--- config.mk ---
export PLATFORM = sky130hd
export DESIGN_NAME = vga_timing_gen
export DESIGN_NICKNAME = d
export VERILOG_FILES = /design/src/rtl/vga_timing_pkg.sv /design/src/rtl/vga_axis_counter.sv /design/src/rtl/vga_timing_gen.sv
export SDC_FILE = /design/constraint.sdc
export NUM_CORES = 1
export LEC_CHECK = 0
export CORE_MARGIN = 3
export CORE_UTILIZATION = 50
export CTS_CLUSTER_SIZE = 25
export DETAILED_ROUTE_END_ITERATION = 8
export PLACE_DENSITY = 0.86
export SLEW_MARGIN = 20
export SYNTH_ARGS = -nofsm -noshare
export SYNTH_HDL_FRONTEND = slang
export SYNTH_SLANG_ARGS = --single-unit
--- constraint.sdc ---
create_clock -name clock25MHz -period 2.1 [get_ports clock25MHz]
set_input_delay 0.42 -clock clock25MHz [delete_from_list [all_inputs] [get_ports clock25MHz]]
set_output_delay 0.42 -clock clock25MHz [all_outputs]
set_load 0.05 [all_outputs]
--- src/rtl/vga_timing_pkg.sv ---
// Shared 640x480@60 raster constants and the coordinate type used by the
// VGA timing generator and its axis counters.
package vga_timing_pkg;

  localparam int VGA_H_ACTIVE = 640;
  localparam int VGA_H_FRONT  = 16;
  localparam int VGA_H_SYNC   = 96;
  localparam int VGA_H_BACK   = 48;
  localparam int VGA_V_ACTIVE = 480;
  localparam int VGA_V_FRONT  = 10;
  localparam int VGA_V_SYNC   = 2;
  localparam int VGA_V_BACK   = 33;

  localparam int H_TOTAL = VGA_H_ACTIVE + VGA_H_FRONT + VGA_H_SYNC + VGA_H_BACK;
  localparam int V_TOTAL = VGA_V_ACTIVE + VGA_V_FRONT + VGA_V_SYNC + VGA_V_BACK;

  localparam int COORD_W = 10;
  typedef logic [COORD_W-1:0] coord_t;

endpackage

--- src/rtl/vga_axis_counter.sv ---
// One raster axis: a wrapping position counter plus active/sync decode of the
// position that becomes current on the coming edge.
module vga_axis_counter
  import vga_timing_pkg::*;
#(
  parameter int ACTIVE = VGA_H_ACTIVE,
  parameter int FRONT  = VGA_H_FRONT,
  parameter int SYNC   = VGA_H_SYNC,
  parameter int BACK   = VGA_H_BACK
) (
  input  logic   clk,
  input  logic   rst,
  input  logic   advance,
  output coord_t count,
  output logic   wrap,
  output logic   active,
  output logic   sync
);

  localparam int          TOTAL      = ACTIVE + FRONT + SYNC + BACK;
  localparam coord_t      LAST       = coord_t'(TOTAL - 1);
  localparam logic [10:0] ACTIVE_END = 11'(ACTIVE);
  localparam logic [10:0] SYNC_BEG   = 11'(ACTIVE + FRONT);
  localparam logic [10:0] SYNC_END   = 11'(ACTIVE + FRONT + SYNC);

  coord_t count_q;
  coord_t count_d;

  // Decode uses count_d so the top can register its ports on the same edge
  // the counter moves, keeping ports aligned with the position.
  always_comb begin
    wrap    = advance && (count_q == LAST);
    count_d = count_q;
    if (wrap) begin
      count_d = '0;
    end else if (advance) begin
      count_d = count_q + coord_t'(1);
    end
    active = ({1'b0, count_d} < ACTIVE_END);
    sync   = ({1'b0, count_d} >= SYNC_BEG) && ({1'b0, count_d} < SYNC_END);
  end

  always_ff @(posedge clk or posedge rst) begin
    if (rst) begin
      count_q <= '0;
    end else begin
      count_q <= count_d;
    end
  end

  assign count = count_d;

endmodule

--- src/rtl/vga_timing_gen.sv ---
// VGA raster timing generator: sync pulses, masked pixel coordinates,
// line/frame start strobes and a completed-frame counter, all registered.
module vga_timing_gen
  import vga_timing_pkg::*;
#(
  parameter int   H_ACTIVE    = VGA_H_ACTIVE,
  parameter int   H_FRONT     = VGA_H_FRONT,
  parameter int   H_SYNC      = VGA_H_SYNC,
  parameter int   H_BACK      = VGA_H_BACK,
  parameter int   V_ACTIVE    = VGA_V_ACTIVE,
  parameter int   V_FRONT     = VGA_V_FRONT,
  parameter int   V_SYNC      = VGA_V_SYNC,
  parameter int   V_BACK      = VGA_V_BACK,
  parameter logic SYNC_ACTIVE = 1'b0
) (
  input  logic         clock25MHz,
  input  logic         reset,
  output logic         hsync,
  output logic         vsync,
  output logic         canDisplayImage,
  output coord_t       x,
  output coord_t       y,
  output logic         lineStart,
  output logic         frameStart,
  output logic [7:0]   frameCount
);

  localparam int H_LEN = H_ACTIVE + H_FRONT + H_SYNC + H_BACK;
  localparam int V_LEN = V_ACTIVE + V_FRONT + V_SYNC + V_BACK;

  if (H_LEN > 1024) begin : g_h_len_check
    $error("vga_timing_gen: horizontal total exceeds 1024");
  end
  if (V_LEN > 1024) begin : g_v_len_check
    $error("vga_timing_gen: vertical total exceeds 1024");
  end

  coord_t h_count, v_count;
  logic   h_wrap, h_active, h_sync;
  logic   v_wrap, v_active, v_sync;

  logic       run_q, run_d;
  logic       hsync_q, hsync_d;
  logic       vsync_q, vsync_d;
  logic       disp_q, disp_d;
  coord_t     x_q, x_d;
  coord_t     y_q, y_d;
  logic       line_q, line_d;
  logic       frame_st_q, frame_st_d;
  logic [7:0] frame_cnt_q, frame_cnt_d;

  // run_q holds the counters at (0,0) for the first edge after reset so that
  // edge presents position 0 rather than position 1.
  vga_axis_counter #(
    .ACTIVE(H_ACTIVE), .FRONT(H_FRONT), .SYNC(H_SYNC), .BACK(H_BACK)
  ) u_h_axis (
    .clk(clock25MHz), .rst(reset), .advance(run_q),
    .count(h_count), .wrap(h_wrap), .active(h_active), .sync(h_sync)
  );

  vga_axis_counter #(
    .ACTIVE(V_ACTIVE), .FRONT(V_FRONT), .SYNC(V_SYNC), .BACK(V_BACK)
  ) u_v_axis (
    .clk(clock25MHz), .rst(reset), .advance(h_wrap),
    .count(v_count), .wrap(v_wrap), .active(v_active), .sync(v_sync)
  );

  always_comb begin
    run_d       = 1'b1;
    frame_cnt_d = v_wrap ? frame_cnt_q + 8'd1 : frame_cnt_q;
    disp_d      = h_active && v_active;
    x_d         = disp_d ? h_count : '0;
    y_d         = disp_d ? v_count : '0;
    hsync_d     = h_sync ? SYNC_ACTIVE : ~SYNC_ACTIVE;
    vsync_d     = v_sync ? SYNC_ACTIVE : ~SYNC_ACTIVE;
    line_d      = (h_count == '0);
    frame_st_d  = (h_count == '0) && (v_count == '0);
  end

  always_ff @(posedge clock25MHz or posedge reset) begin
    if (reset) begin
      run_q       <= 1'b0;
      hsync_q     <= ~SYNC_ACTIVE;
      vsync_q     <= ~SYNC_ACTIVE;
      disp_q      <= 1'b0;
      x_q         <= '0;
      y_q         <= '0;
      line_q      <= 1'b0;
      frame_st_q  <= 1'b0;
      frame_cnt_q <= '0;
    end else begin
      run_q       <= run_d;
      hsync_q     <= hsync_d;
      vsync_q     <= vsync_d;
      disp_q      <= disp_d;
      x_q         <= x_d;
      y_q         <= y_d;
      line_q      <= line_d;
      frame_st_q  <= frame_st_d;
      frame_cnt_q <= frame_cnt_d;
    end
  end

  assign hsync           = hsync_q;
  assign vsync           = vsync_q;
  assign canDisplayImage = disp_q;
  assign x               = x_q;
  assign y               = y_q;
  assign lineStart       = line_q;
  assign frameStart      = frame_st_q;
  assign frameCount      = frame_cnt_q;

endmodule

# Yosys cells after proc, flatten, opt, wreduce, memory -nomap -nowiden
# Cells that the tools add are included.
# word_totals
regBits	54
input_bits	2
output_inout_bits	33
elab_cells	38
# classes
add_sub_neg	3
magnitude_cmp	6
n_eq_ne	2
n_mux	8
reduce_logical	8
# op_table
operator	count
two-way mux 10 bit	6
adder 10 x 1 -> 10 bit, second input constant	2
== test 10 bit, second input constant	2
logical NOT 10 bit	2
< comparator 10 bit, second input constant	2
< comparator 10 x 9 -> 1 bit, second input constant	2
greater-or-equal comparator 10 bit, second input constant	1
greater-or-equal comparator 10 x 9 -> 1 bit, second input constant	1
adder 8 x 1 -> 8 bit, second input constant	1
logical AND 1 bit	6
two-way mux 1 bit	2

# Depth between registers and ports, before layout
# logic_depth
depth_word	7
mapped_depth	10

# Modules after synthesis
# A second synthesis with hierarchy kept.
# hier_totals
hier_cells	213
hier_area_um2	2481.1
# modules_own_cells
mod	instances	cells_each	area_each_um2
vga_timing_gen	1	88	1212.4
vga_axis_counter at u_v_axis	1	72	673.1
vga_axis_counter at u_h_axis	1	53	595.6

# Worst setup path after synthesis
# No wires, ideal clock.
# synth_path
kind	flip-flop to flip-flop
start	reg u_h_axis.count_q[0]
end	reg y_q[8] (netlist: y[8])
setup_ns	0.142
arrival_time_ns	2.143
required_time_ns	1.958
slack_ns	-0.184
stages_incl_launch_ff	9
n_path_buf	1
path_cell_list	dfrtp_1 > ha_1 > nand4_4 > or4_4 > nor3_2 > o21ai_2 > nor4b_4 > buf_6 > nor3_1
# synth_via
elab_chain_cells	7
word_cells_on_any_way	12
classes_between	add/sub (1); order compare (2); eq/ne (1); mux (5); reduce/logical (3)
# synth_lines
element	line	rtl
start, declared	vga_axis_counter.sv:26	coord_t count_q;
start signal, assigned	vga_axis_counter.sv:47	count_q <= count_d;
branches (longest 6 deep; another with adder 10 x 1 -> 10 bit)	--	
two-way mux 10 bit *	vga_timing_gen.sv:73	y_d = disp_d ? v_count : '0;
net y_d[8]	vga_timing_gen.sv:47	coord_t y_q, y_d;
end signal, assigned	vga_timing_gen.sv:97	y_q <= y_d;
end, declared	vga_timing_gen.sv:47	
# Mark *: on every way through the listed nets, which the timed path passes.
# A chain may end at the register's enable or synchronous reset.

# Final worst setup path
# layout_path
start	reg u_h_axis.count_q[1]
end	reg y_q[8] (netlist: y[8])
# Same word-level chain as after synthesis.

==> flow_summary.ini <==
[outcome]
status = complete, but fails checks
failed_checks = setup timing

[drt]
drc_errors = 0
via_count = 2156
dr.first_iter.drc_count = 87
vias_per_cell = 5.32
firstDrtPassIters = 4
wl_per_cell_um = 15.1
wl_mm = 6.11
antenna_left = 0

[yosys]
yosysMostFrequentCell = dfrtp_1
synth_area_per_cell_um2 = 11.7
synthFlopType = dfrtp_1
synth_warnings = 0
synth_edf_count = 0
syn-cell-area_um2 = 2770
yosys-top-cells-count = dfrtp_1 (52), nor2_1 (18), nand2_1 (15)
ys_seq_area_share_pct = 48.9
yosysTopAreaCellShare_pct = 47.0
yosys_register_bits = 54
synthArstFlopShare_pct = 100
syn-num-nets = 242
ys_top_cells_by_area = dfrtp_1 (47%), nor3b_2 (4.5%), xnor2_1 (3.5%)
yosysTopAreaCell = dfrtp_1
ys_types = 58
netlist_instances = 236

[sta]
worst_slack_ns = -0.182
min_period_over_period_pct = 109
hold_viol = 0
tightestPinTransition_ns = 0.526
finalSetupViolations = 25
clock_skew_ns = 0.00618
rsz0062_at_grt = yes
fmax_ghz = 0.438
drv_slew = 0
relSlewSlack_pct = 64.8
whs_ns = 0.468
period_minus_slack_ns = 2.28
tns_ns = -3.86

[setup_path]
path_buf_inv = 1
r2r_cells = 8
cp.depth = 8
critPathArrivalTime_ns = 2.48
path_class = flop to flop
crit_path_max_fanout = 10
slowest_stage = or4_4
slowest_delay_ns = 0.58
critPathRequiredTime_ns = 2.29
cp-start-kind = flop
cp_cell_sequence = ha_4 -> nand4_4 -> or4_4 -> nor3_4 -> o21ai_2 -> nor4b_4 -> buf_6 -> nor3_1
crit_family = simple AND/OR/NAND/NOR gates
cp-end-kind = flop

[final_layout]
drive_gt1_share_pct = 37.9
n_fill_cell = 348
area_growth_pct = 36.4
layout.cells.non_filler = 405
nets = 340
n_antenna_cell = 0

[job]
cap_viol_max_count = 0

[cts]
clk_latency_ns = 0.31
cts_buffer_depth = 2
cts_tree = done
clk_pin_slew_ns = 0.09
numCtsBuffers = 5
cts_hold_buf = 0
h-tree-depth = 2
cts_sinks = 54
cts_root_buf = clkbuf_8

[floorplanning]
io_pins = 35
dieHeight_um = 80.4
initial_core_util_pct = 52.8
dieArea_um2 = 6460
core_area_um2 = 5240
die_w_um = 80.4
floorplan.rows = 26

[place]
io_buffers = 34
dp.cells = 382
hpwl_mm = 4.37
place_congestion = 0.921
pre_cts_ws_ns = -0.211

[global_route]
grt_pass1_wl_mm = 10.2
grt_pass1_vias = 2246
antenna_found_initial = 0
grt.total_usage_pct = 20.7
overflow = 0
grt_max_degree = 55

[pwr]
leakage_uw = 0.00180
p_per_area_nw_per_um2 = 814
irDropWorstVdd_uv = 561

[worst_hold_path]
hold_path_class = input pin to async pin
## routing by layer
layer  GRT usage [%]  up-vias  wire length [um]
met4            9.80        0               149
met1            26.1     1056              2570
met3            4.15       14               317
met5               0        -                 0
met2            34.0       61              3070
li1                -     1025                 -
## final cells by class
class                           instances  area, um2  share of cell area [%]
Multi-Input combinational cell        157       1290                    34.2
Clock inverter                          1       5.00                   0.133
Clock buffer                            7       86.3                    2.29
Timing Repair Buffer                  103        902                    23.9
Tap cell                               70       87.6                    2.32
Inverter                               13       48.8                    1.29
Sequential cell                        54       1350                    35.9
## cells by family (layout without fill, tap and decap cells)
logic type | Yosys count | in the layout | synth area share (%)
xor gates and xnor gates | 21 | 21 | 6.92
AOI/OAI and AO/OA | 28 | 28 | 6.83
DFF | 54 | 54 | 48.9
and+or+nand+nor | 100 | 100 | 28.3
other | 2 | 2 | 0.271
adders and majority gates | 4 | 4 | 1.81
buffers and inverters | 25 | 124 | 6.24
muxes | 2 | 2 | 0.769
## repair_timing
item | 4_1_cts | 5_1_grt
setup endpoints to repair | 28 | 33
hold endpoints to repair | 0 | 0
setup buffers | 11 | 4
resized for setup | 4 | 6
pin swaps | 7 | 7
## layout by cell type, fill, tap and decap left out, types with 2 or more instances in the layout
| cell type | Yosys | layout |
|---|---|---|
| nor4_4 | 2 | 2 |
| nor3_2 | 4 | 2 |
| a31oi_1 | 3 | 3 |
| clkbuf_8 | 1 | 6 |
| nor4_1 | 3 | 2 |
| nor3_4 | 1 | 3 |
| xnor2_1 | 11 | 11 |
| o21ai_2 | 1 | 2 |
| conb_1 | 2 | 2 |
| a21oi_1 | 3 | 3 |
| nand3_1 | 10 | 10 |
| xor2_1 | 9 | 9 |
| o21ai_0 | 10 | 9 |
| nor4_2 | 5 | 6 |
| nand4_1 | 6 | 6 |
| and4_1 | 2 | 2 |
| nor3b_2 | 10 | 10 |
| buf_4 | 2 | 65 |
| nor3_1 | 4 | 4 |
| dfstp_2 | 2 | 2 |
| clkdlybuf4s50_1 | 0 | 32 |
| nand2_1 | 15 | 15 |
| ha_1 | 4 | 3 |
| and3_1 | 2 | 2 |
| dfrtp_1 | 52 | 52 |
| buf_12 | 0 | 3 |
| buf_6 | 8 | 3 |
| inv_1 | 13 | 12 |
| nor2_2 | 0 | 2 |
| nand4_4 | 3 | 3 |
| nor2_1 | 18 | 16 |
## power breakdown
part	internal (uW)	total (uW)	leakage, uW	switching, uW
clock	267	588	0.0000482	322
sequential	1180	1260	0.000714	85.0
combinational	543	1220	0.00103	679
total	1990	3070	0.00180	1090
## state kept, by name, indices dropped and copies added, names as in the netlist
name	cells
hsync	1
lineStart	1
run_q	1
vsync	1
frameStart	1
x	10
u_v_axis.count_q	10
u_h_axis.count_q	10
canDisplayImage	1
y	10
frameCount	8
## worst register-to-register path: stages (launching register included)
cell	delay (ns)
dfrtp_1	0.40
ha_4	0.17
nand4_4	0.11
or4_4	0.58
nor3_4	0.16
o21ai_2	0.11
nor4b_4	0.33
buf_6	0.23
nor3_1	0.08
## through the flow
step	utilization (%)	power, uW	instance area, um2
4_1_cts	71.1	3070	3720
3_3_place_gp	67.4	2410	3530
2_1_floorplan	-	2050	2790
5_1_grt	72.1	3240	3780
3_5_place_dp	67.4	2450	3530
6_report	72.1	3070	3780
## worst paths after layout
path                       slack, ns                         to                          start
setup / recovery               -0.18             y[8]$_DFF_PP0_  u_h_axis.count_q[1]$_DFF_PP0_
hold / removal                  0.47             y[9]$_DFF_PP0_                          reset
setup reg to reg               -0.18             y[8]$_DFF_PP0_  u_h_axis.count_q[1]$_DFF_PP0_
hold reg to reg                 0.47  frameCount[7]$_DFFE_PP0P_      frameCount[7]$_DFFE_PP0P_
max in group asynchronous       1.35            vsync$_DFF_PP1_                          reset
min in group clock25MHz         0.47  frameCount[7]$_DFFE_PP0P_      frameCount[7]$_DFFE_PP0P_
(Power assumes the default switching activity.)
